`src/rtl/run_controller.sv`:
```
// run_controller: sequences a controlled CPU through reset hold, run, and
// halt/timeout detection.
//   clk, reset        : rising-edge clock, synchronous active-high reset
//   start             : run request (honoured in IDLE, DONE and TOUT only)
//   pc, pc_valid      : CPU program counter and its qualifier
//   cpu_reset         : reset driven to the CPU (low only while running)
//   running           : high while in RUN
//   done, timeout     : sticky halt / timeout flags, mutually exclusive
//   cycle_count       : RUN cycles elapsed
//   halt_pc           : PC at which the halt was detected
module run_controller #(
  parameter int unsigned RESET_CYCLES   = 16,
  parameter int unsigned HALT_REPEAT    = 4,
  parameter int unsigned TIMEOUT_CYCLES = 100000,
  parameter int unsigned PC_W           = 32,
  parameter int unsigned CNT_W          = 32
) (
  input  logic             clk,
  input  logic             reset,
  input  logic             start,
  input  logic [PC_W-1:0]  pc,
  input  logic             pc_valid,
  output logic             cpu_reset,
  output logic             running,
  output logic             done,
  output logic             timeout,
  output logic [CNT_W-1:0] cycle_count,
  output logic [PC_W-1:0]  halt_pc
);

  localparam int unsigned REP_W = $clog2(HALT_REPEAT + 1);
  localparam logic [CNT_W-1:0] HOLD_LAST = CNT_W'(RESET_CYCLES - 1);
  localparam logic [CNT_W-1:0] TOUT_LAST = CNT_W'(TIMEOUT_CYCLES - 1);
  localparam logic [REP_W-1:0] REP_LAST  = REP_W'(HALT_REPEAT - 1);

  typedef enum logic [2:0] {
    S_IDLE = 3'd0,
    S_HOLD = 3'd1,
    S_RUN  = 3'd2,
    S_DONE = 3'd3,
    S_TOUT = 3'd4
  } state_e;

  state_e           state_q, state_d;
  logic [CNT_W-1:0] hold_cnt_q, hold_cnt_d;
  logic [CNT_W-1:0] cycle_count_q, cycle_count_d;
  logic [PC_W-1:0]  last_pc_q, last_pc_d;
  logic [PC_W-1:0]  halt_pc_q, halt_pc_d;
  logic [REP_W-1:0] rep_cnt_q, rep_cnt_d;
  logic             first_q, first_d;
  logic             cpu_reset_q, cpu_reset_d;
  logic             running_q, running_d;
  logic             done_q, done_d;
  logic             timeout_q, timeout_d;
  logic             same_pc;

  // Next-state and registered-output logic
  always_comb begin
    state_d       = state_q;
    hold_cnt_d    = hold_cnt_q;
    cycle_count_d = cycle_count_q;
    last_pc_d     = last_pc_q;
    halt_pc_d     = halt_pc_q;
    rep_cnt_d     = rep_cnt_q;
    first_d       = first_q;
    done_d        = done_q;
    timeout_d     = timeout_q;
    // first_q forces the first valid sample of a run to count as a new PC
    same_pc       = pc_valid && !first_q && (pc == last_pc_q);

    unique case (state_q)
      S_IDLE, S_DONE, S_TOUT: begin
        if (start) begin
          state_d       = S_HOLD;
          hold_cnt_d    = '0;
          cycle_count_d = '0;
          last_pc_d     = '0;
          halt_pc_d     = '0;
          rep_cnt_d     = '0;
          first_d       = 1'b1;
          done_d        = 1'b0;
          timeout_d     = 1'b0;
        end
      end
      S_HOLD: begin
        if (hold_cnt_q == HOLD_LAST) begin
          state_d = S_RUN;
        end else begin
          hold_cnt_d = hold_cnt_q + CNT_W'(1);
        end
      end
      S_RUN: begin
        cycle_count_d = cycle_count_q + CNT_W'(1);
        // Stalls leave last_pc/rep_cnt untouched
        if (pc_valid) begin
          first_d = 1'b0;
          if (same_pc) begin
            rep_cnt_d = rep_cnt_q + REP_W'(1);
          end else begin
            last_pc_d = pc;
            rep_cnt_d = REP_W'(1);
          end
        end
        // Halt wins over a coincident timeout
        if (same_pc && (rep_cnt_q == REP_LAST)) begin
          state_d   = S_DONE;
          done_d    = 1'b1;
          halt_pc_d = pc;
        end else if (cycle_count_q == TOUT_LAST) begin
          state_d   = S_TOUT;
          timeout_d = 1'b1;
        end
      end
      default: state_d = S_IDLE;
    endcase

    cpu_reset_d = (state_d != S_RUN);
    running_d   = (state_d == S_RUN);
  end

  // State and output registers
  always_ff @(posedge clk) begin
    if (reset) begin
      state_q       <= S_IDLE;
      hold_cnt_q    <= '0;
      cycle_count_q <= '0;
      last_pc_q     <= '0;
      halt_pc_q     <= '0;
      rep_cnt_q     <= '0;
      first_q       <= 1'b1;
      cpu_reset_q   <= 1'b1;
      running_q     <= 1'b0;
      done_q        <= 1'b0;
      timeout_q     <= 1'b0;
    end else begin
      state_q       <= state_d;
      hold_cnt_q    <= hold_cnt_d;
      cycle_count_q <= cycle_count_d;
      last_pc_q     <= last_pc_d;
      halt_pc_q     <= halt_pc_d;
      rep_cnt_q     <= rep_cnt_d;
      first_q       <= first_d;
      cpu_reset_q   <= cpu_reset_d;
      running_q     <= running_d;
      done_q        <= done_d;
      timeout_q     <= timeout_d;
    end
  end

  assign cpu_reset   = cpu_reset_q;
  assign running     = running_q;
  assign done        = done_q;
  assign timeout     = timeout_q;
  assign cycle_count = cycle_count_q;
  assign halt_pc     = halt_pc_q;

endmodule

```
`config.mk`:
```
export PLATFORM = sky130hd
export DESIGN_NAME = run_controller
export DESIGN_NICKNAME = d
export VERILOG_FILES = /design/src/rtl/run_controller.sv
export SDC_FILE = /design/constraint.sdc
export NUM_CORES = 1
export LEC_CHECK = 0
export ABC_AREA = 1
export BUFFER_PORTS_ARGS = -buffer_cell sky130_fd_sc_hd__buf_2
export CAP_MARGIN = 5
export CORE_MARGIN = 4
export CORE_UTILIZATION = 53
export CTS_CLUSTER_DIAMETER = 40
export CTS_CLUSTER_SIZE = 14
export DETAILED_ROUTE_END_ITERATION = 16
export GPL_ROUTABILITY_DRIVEN = 0
export MAX_ROUTING_LAYER = met4
export PLACE_DENSITY_LB_ADDON = 0.05
export SYNTH_ARGS = -nofsm -noshare
export SYNTH_HDL_FRONTEND = slang
export SYNTH_SLANG_ARGS = --single-unit
```
`constraint.sdc`:
```
create_clock -name clk -period 1.9 [get_ports clk]
set_clock_uncertainty 0.15 [all_clocks]
set_input_delay 0.19 -clock clk [delete_from_list [all_inputs] [get_ports clk]]
set_output_delay 0.19 -clock clk [all_outputs]
set_load 0.01 [all_outputs]
```
======== After elaboration in Yosys (flattened, before gate mapping) ========
Index checks and enable logic that the tools add are counted.
cells by class
  $add $sub $neg .......................... 3
  $mul .................................... 0
  div/mod/pow operators ................... 0
  order comparisons ....................... 0
  equal/unequal tests ..................... 17
  shifts and indexed selects .............. 0
  mux-type cells .......................... 27
  bitwise operators ....................... 0
  reductions and logical operators ........ 14
operators by type and width
  operator               number
  $pmux 32 s2            4
  $mux 32                5
  $add 32x1->32 const B  2
  $eq 32x17->1 const B   1
  $eq 32x32->1           1
  $eq 32x4->1 const B    1
  $mux 3                 7
  $ne 2x2->1 const B     7
  $eq 3x2->1 const B     4
  $pmux 3 s3             1
  $reduce_and 3->1       3
  $reduce_and 4->1       2
  $mux 1                 6
  $pmux 1 s2             3
  $pmux 3 s2             1
  $reduce_bool 2->1      2
  $add 3x1->3 const B    1
  $eq 3x1->1 const B     1
  $eq 3x3->1 const B     1
  $logic_and 1x1->1      3
  $logic_not 3->1        1
  $ne 3x2->1 const B     1
  $reduce_or 3->1        1
  $reduce_and 2->1       1
  $logic_not 1->1        1
word-level totals
  bits in registers ....................... 139
  bits in latches ......................... 0
  memory bits (writable) .................. 0
  memory bits (read-only) ................. 0
  input port bits ......................... 36
  output and inout bits ................... 68
  word-level logic and storage cells ...... 72
  memories kept ........................... 0

======== Depth between registers and ports, before layout ========
Gate-level depths: netlist of run 1.
  depth in word-level cells ............... 7
  gate-level depth with buffers ........... 15
  gate-level depth less buffers ........... 14

======== Worst setup path before layout of run 1 ========
No wires, ideal clock.
  path type ............................... flip-flop to flip-flop
  start point ............................. reg cycle_count_q[0] (netlist: cycle_count[0])
  end point ............................... reg cycle_count_q[26] (netlist: cycle_count[26])
  library setup time ...................... 122 ps
  data arrival time ....................... 1780 ps
  data required time ...................... 1628 ps
  path slack .............................. -152 ps
  cell stages (with the launch flop) ...... 10
  clock period less this slack ............ 2052 ps
  path through ............................ dfxtp_1 > ha_1 > nand2_1 > nor2_1 > nand3_1 > nand3b_1 > nor2_2 > nand3_1 > o21ai_0 > a21oi_1
on the way
  longest elaborated chain between the ends .. 2
ends and longest elaborated chain
  item                    RTL line  text
  start, declared         46        logic [CNT_W-1:0] cycle_count_q, cycle_count_d;
  start signal, assigned  138       cycle_count_q <= cycle_count_d;
  $add 32x1->32           93        cycle_count_d = cycle_count_q + CNT_W'(1);
  $pmux 32 s2             71        unique case (state_q)
Every way passes these cells.
A chain may end at the register's enable or synchronous reset.

======== Final worst setup path of run 1 ========
  start point ............................. reg last_pc_q[11]
  end point ............................... reg last_pc_q[29]
on the way
  longest elaborated chain between the ends .. 4
ends and longest elaborated chain
  item                        RTL line  text
  start, declared             47        logic [PC_W-1:0] last_pc_q, last_pc_d;
  start signal, assigned      139       last_pc_q <= last_pc_d;
  $eq 32x32->1                69        same_pc = pc_valid && !first_q && (pc == last_pc_q);
  $logic_and 1x1->1           69
  $ne 2x2->1 (no line)        --
  $reduce_and 4->1 (no line)  --
Every way passes these cells.

==> summary.md, run 1 <==
| Metric | Value |
|---|---|
| Detail Placement HPWL | 17200 µm |
| Worst skew pair latency | 0.43 ns |
| Most common cell after layout, fill and taps aside | nand2_1 |
| WHS Endpoint | halt_pc[24] |
| Rel. slew slack | 61.0% |
| Reg2reg end | last_pc_q[29] |
| EDFF count, synth | 0 |
| Detailed router's first-iteration violation count | 752 |
| Post-layout util | about three quarters |
| Crit path DAT | roughly 2.2 ns |
| Yosys cell types | 42 |
| Vias in the first global route | 8499 |
| Max-slew violation count | 0 |
| Clock Path Buffers | 2 |
| WP buf/inv | 2 |
| Critical Path Max Stage Delay | 0.38 ns |
| Status | complete, but fails checks |
| Final instance area | between 10000 and 15000 µm² |
| WL/cell | 15.0 µm |
| GRT Residual Overflow | 0 |
| Fraction of layout cells with a size suffix above 1 | 28.6% |
| Mean Syn Cell Area | 6.02 µm² |
| DRC violations left | 0 |
| Pwr dens | 714 nW/µm² |
| R2R depth | 10 |
| Flop2flop setup slack | -0.1 ns |
| Gr usage total | 27.7% |
| Min Tclk post-route | 2.00 ns |
| IO Pins | 104 |
| DP Area | 9480 µm² |
| Worst r2r src | last_pc_q[11] |
| CP cell instances | inv_1 > nand2_1 > nand4_1 > nor3_2 > nand2_1 > nor2_2 > nand3_4 > clkbuf_16 > a21oi_1 > nor2_1 |
| TritonCTS clock tree | yes |
| Flops & latches, synth | approximately 140 |
| Synth Instances | 1363 |
| Async set or reset register ratio after synthesis | 0% |
| Most used DFF post-synth | dfxtp_1 |
| Die area | between 15000 and 20000 µm² |
| Largest net degree at the start of global routing | 42 |
| Via count | between 9000 and 10000 |
| Antenna diodes | 0 |
| Fmax | approximately 0.5 GHz |
| Worst endpoint required time | 2.07 ns |
| Final setup vio count | 96 |
| Met3 wire length | 1570 µm |
| Critical Path Start Type | register |
| Area Growth Syn to Fin | 37.0% |
| WL met2 | 13000 µm |
| CTS Sinks | 139 |
| Seq/Total Area, Yosys | 33.9% |
| Delay-heaviest family, CP | simple AND/OR/NAND/NOR gates |
| Max layer used | met4 |
| Placement row count | 45 |
| Start point of the worst hold path | pc[24] |
| Reg clk slew, reported paths | 0.06 ns |
| Ys Warns | 0 |
| Most frequent cells in the layout | nand2_1, nor2_1, inv_1 |
| Metal-1 WL | 11100 µm |
| Global-route wire length before repair | between 30000 and 40000 µm |
| Final hold slack | 0.0114 ns |
| Die H | 132 µm |
| Post-route setup slack | -0.0978 ns |
| Failing checks | negative setup slack |
| Die Wd | between 100 and 150 µm |
| Hold Path Class | primary input to register |
| Slowest CP cell | dfxtp_1 |
| Peak supply drop | slightly below 0.7 mV |
| Starting Density | between 50% and 60% |
| CTS H-tree lvls | 4 |
| RSZ-0062 raised after global routing | yes |
| Synth Net Count | 1403 |
| CP max FO | 18 |
| Routed WL | around 26000 µm |
| Post-DRT Antenna Nets | 0 |
| Cts bufs inserted | 17 |
| 1st-pass router iterations | 6 |
| Final-report hold violation count | 0 |
| Final worst-path cycle share | 105% |
| Initial antenna violation count | 0 |
| Syn Std Cell Area | 8210 µm² |
| Nets | 1591 |
| Critical path class | register to register |
| Place WS | -0.0993 ns |
| Cell mode on critical path | nand2_1 |
| CTS root buf | clkbuf_16 |
| Pleak | a little under 5 nW |
| Crit. End Element | register |
| Vias/cell | between 5 and 6 |
| IO buf count | 103 |
| Worst slew pin tran | ~0.58 ns |
| Total of max-cap violations | 0 |
| Hold depth | 5 |
| Core area | 15200 µm² |
| Setup TNS | -4.88 ns |
what timing repair did:
action,CTS,global route
buffers inserted,1,12
endpoints found under the hold margin,10,0
cloned,0,12
hold buffers,6,0
setup endpoints to repair,103,118
pin swaps,5,54
gates resized for setup,21,185
where the power goes:
group / total (mW) / internal, mW / switching [mW]
registers: 3.13 / 3.04 / 0.0861
clock network: 3.65 / 2.28 / 1.37
logic: 1.24 / 0.513 / 0.731
total: 8.02 / 5.84 / 2.19
synthesized netlist by cell type (6+ instances only):
master	count	area [µm²]
nor3_1	38	190
buf_2	16	80.1
xnor2_1	6	52.6
inv_1	188	706
dfxtp_1	139	2780
a21oi_1	101	505
nor4_1	12	75.1
xor2_1	6	52.6
clkbuf_1	24	90.1
nor2_1	210	788
nand4_1	30	188
nand2_1	361	1360
nand3_1	135	676
or2_2	12	75.1
o21ai_0	25	125
layout make-up:
class	count	area [µm²]
fill	1259	3960
sequential	139	2830
clock buffer	20	457
clock inverter	12	186
inverter	193	738
tap	188	235
multi-input combinational	980	5090
timing repair buffer	220	1700
layer usage:
layer	up-vias	GRT usage (%)
li1	4719	-
met1	4374	34.0
met2	384	47.1
met3	78	4.56
met4	0	7.97
met5	-	-
per-stage QoR:
stage / total power, mW / cells
after floorplan: 3.82 / 1363
after global placement: 4.14 / 1689
after detailed placement: 4.16 / 1689
after CTS: 7.82 / 1728
after global routing: 8.31 / 1752
final: 8.02 / 1752
state kept, by name, indices dropped and copies added (netlist names):
| signal | cells |
|---|---|
| cycle_count | 32 |
| halt_pc | 32 |
| hold_cnt_q | 32 |
| last_pc_q | 32 |
| rep_cnt_q | 3 |
| state_q | 3 |
| cpu_reset | 1 |
| done | 1 |
| first_q | 1 |
| running | 1 |
| timeout | 1 |
kinds of logic after synthesis:
group / after synthesis / share of synthesized area [%]
XOR/XNOR: 12 / 1.28
AO/OA/AOI/OAI: 146 / 9.67
adder cells (fa/ha/maj): 4 / 0.610
flip-flops: 139 / 33.9
AND/OR/NAND/NOR: 817 / 42.6
buffers and inverters: 245 / 11.9
how the worst max path moves through the flow:
stage	start	end	cells past startpoint
2_1_floorplan	cycle_count[1]	cycle_count[26]	9
3_3_place_gp	last_pc_q[4]	halt_pc[1]	11
3_5_place_dp	last_pc_q[4]	halt_pc[1]	11
4_1_cts	last_pc_q[3]	halt_pc[1]	15
5_1_grt	last_pc_q[4]	last_pc_q[9]	10
6_report	last_pc_q[11]	last_pc_q[29]	10
tightest hold or removal path, stage by stage:
cell    delay (ns)
buf_2         0.10
inv_1         0.06
nor2_1        0.05
nor2_1        0.09
nor2_1        0.05
Note: power is estimated with default switching activity, not from simulation.
==> inputs of run 2 (changes only) <==
==> constraint.sdc (replaced) <==
create_clock -name clk -period 1.9 [get_ports clk]
set_clock_uncertainty 0.15 [all_clocks]
set_input_delay 0 -clock clk [delete_from_list [all_inputs] [get_ports clk]]
set_output_delay 0 -clock clk [all_outputs]
set_load 0.01 [all_outputs]
==> run 2 against run 1 <==
  * The run still ends with negative setup slack left
  * Wire length rose by 5.0%
  * Register-to-register slack got worse by 0.03 ns
  * Die area did not move
  * Setup slack got worse by 0.031 ns
  * Final cell count rose by 2.0%
  * Critical path depth rose by 4
  * Combinational power rose by 7%
  * Clock power fell by 13%
  * Count of clock-buffer cells in the layout fell by 1
  * Worst hold slack improved by 0.28 ns
  * Non-clock buffer count rose by 35
  * Largest cell class unchanged
==> summary.md, run 2 (same netlist as run 1, synthesis figures left out) <==
| Metric | Value |
|---|---|
| Status | complete, but fails checks |
| Failing checks | negative setup slack |
| Sw frac | 29.1% (+1.9 points) |
| CP max FO | 26 (+8) |
| RSZ-0062 raised after global routing | yes |
| Die Wd | 132 µm (unchanged) |
| Reg clk slew, reported paths | 0.07 ns (about the same) |
| Clock power share | 41.5% (-4.0 points) |
| Vias/cell | 5.41 (-0.80%) |
| IO Pins | 104 (unchanged) |
| Post-DRT Antenna Nets | 0 (unchanged) |
| DRC violations left | 0 (unchanged) |
| Final Instance Count excl. Fillers | 1787 (+2.0%) |
| Largest net degree at the start of global routing | 38 (-9.5%) |
| Die area | 17500 µm² (unchanged) |
| Post-route setup slack | -0.128 ns (-0.0306 ns) |
| Logic pwr share | 17.4% (+1.9 points) |
| CTS root buf | clkbuf_16 |
| Die H | 132 µm (unchanged) |
| Flop2flop setup slack | -0.13 ns (-0.03 ns) |
| Critical path class | register to register |
| Clock Path Buffers | 2 (unchanged) |
| Detail Placement HPWL | 17300 µm (+0.56%) |
| CTS Sinks | 139 (unchanged) |
| Cells after DPL | 1686 (-0.18%) |
| Fmax | 0.493 GHz (-1.5%) |
| Most frequent cells in the layout | nand2_1, nor2_1, inv_1 |
| WHS Endpoint | state_q[2] |
| Sw Pwr | 2.22 mW (+1.6%) |
| Routed WL | 27600 µm (+5.0%) |
| Global-route wire length before repair | 41100 µm (+3.9%) |
| Nets | 1626 (+2.2%) |
| Fraction of layout cells with a size suffix above 1 | 30.2% (+1.6 points) |
| CP cell instances | inv_1 > nand2_1 > nand2_1 > inv_1 > nand3_1 > nor2_2 > nand2_2 > nor2_4 > nand3_4 > nand2_4 > nand2_8 > buf_16 > nor2_1 > nor2_1 |
| Vias in the first global route | 8614 (+1.4%) |
| Hold depth | 5 (unchanged) |
| Pleak | 5.11 nW (+3.4%) |
| Multi-input logic area | 5250 µm² (+3.0%) |
| Min Tclk post-route | 2.03 ns (+0.0306 ns) |
| Peak supply drop | 0.705 mV (+4.4%) |
| Area taken by flip-flops and latches | 2840 µm² (+0.40%) |
| Final setup vio count | 97 (+1.0%) |
| Critical Path Max Stage Delay | 0.34 ns (-0.04 ns) |
| Pwr dens | 652 nW/µm² (-8.7%) |
| Area Growth Syn to Fin | 42.7% |
| WL/cell | 15.5 µm (+2.9%) |
| Post-layout util | 77.0% (+3.1 points) |
| Initial antenna violation count | 0 (unchanged) |
| Crit. End Element | register |
| Start point of the worst hold path | start |
| Most common cell after layout, fill and taps aside | nand2_1 |
| GRT Residual Overflow | 0 (unchanged) |
| Total of max-cap violations | 0 (unchanged) |
| Int Pwr | 5.41 mW (-7.3%) |
| Cts bufs inserted | 17 (unchanged) |
| Worst skew pair latency | 0.42 ns (about the same) |
| Detailed router's first-iteration violation count | 685 (-8.9%) |
| Worst slew pin tran | 0.725 ns (+0.146 ns) |
| CTS H-tree lvls | 4 (unchanged) |
| Antenna diodes | 0 (unchanged) |
| Gr usage total | 28.9% (+1.2 points) |
| Max-slew violation count | 0 (unchanged) |
| Critical Path Start Type | register |
| Place WS | -0.0628 ns (+0.0365 ns) |
| IO buf count | 103 (unchanged) |
| Tot Pwr | 7.63 mW (-4.9%) |
| Sequential share of power | 41.0% (+2.0 points) |
| TritonCTS clock tree | yes |
| Worst r2r src | last_pc_q[23] |
| Worst endpoint required time | 2.07 ns (about the same) |
| R2R depth | 14 (+4) |
| Starting Density | 54.0% (unchanged) |
| Core area | 15200 µm² (unchanged) |
| Slowest CP cell | dfxtp_2 |
| Via count | 9668 (+1.2%) |
| 1st-pass router iterations | 6 (unchanged) |
| Hold Path Class | primary input to register |
| Reg2reg end | halt_pc[26] |
| Rel. slew slack | 51.2% (-9.8 points) |
| Placement row count | 45 (unchanged) |
| Fill count | 1211 (-3.8%) |
| Final worst-path cycle share | 107% (+1.6 points) |
| Final-report hold violation count | 0 (unchanged) |
| Crit path DAT | 2.20 ns (+0.03 ns) |
==> run 2: worst max path at each step <==
stage                         from              end  slack, ns
finish               last_pc_q[23]      halt_pc[26]      -0.13
global route         last_pc_q[17]     last_pc_q[2]      -0.28
CTS                  last_pc_q[12]      halt_pc[14]      -0.02
detailed placement  hold_cnt_q[15]    hold_cnt_q[1]      -0.06
global placement    cycle_count[2]  cycle_count[25]      -0.04
floorplan           cycle_count[1]  cycle_count[26]     -0.005
==> run 2: critical path: cells and delay by family (launching register included) <==
family        cells  cell delay, ns
flops             1            0.34
simple gates     11            1.12
buf+inv           3            0.31
==> run 2: per-layer routing <==
metal	routed length, µm	up-vias	global-route usage [%]
met3	1810	65	5.02
met5	0	-	-
li1	-	4791	-
met4	712	0	7.68
met2	14000	369	49.0
met1	11100	4443	35.7
==> run 2: area by class of cell <==
cell class / instances / share of cell area, %
Clock inverter: 13 / 1.04
Multi-Input combinational cell: 980 / 44.8
Timing Repair Buffer: 255 / 17.9
Tap cell: 188 / 2.01
Sequential cell: 139 / 24.3
Clock buffer: 19 / 3.70
Inverter: 193 / 6.30
==> run 2: power groups by stage <==
stage	clock network, mW	logic (mW)	registers (mW)
global placement	0	0.945	3.18
floorplan	0	0.621	3.20
detailed placement	0	0.955	3.18
finish	3.17	1.33	3.13
global route	3.33	1.45	3.15
CTS	3.17	1.10	3.12
==> run 2: what timing repair did <==
action | CTS | global route
gates cloned | 3 | 9
hold buffers | 35 | 0
pin swaps | 7 | 62
setup buffers | 6 | 19
resized for setup | 34 | 211
endpoints found under the hold margin | 115 | 0
setup endpoints to repair | 91 | 120
==> run 2: per-stage QoR <==
step	area [µm²]	setup TNS, ns	hold WS, ns
global route	11700	-18.09	0.334
floorplan	8230	-0.00482	0.0316
detailed placement	9460	-1.88	0.187
CTS	10600	-0.177	0.281
finish	11700	-4.93	0.291
global placement	9460	-0.628	0.190
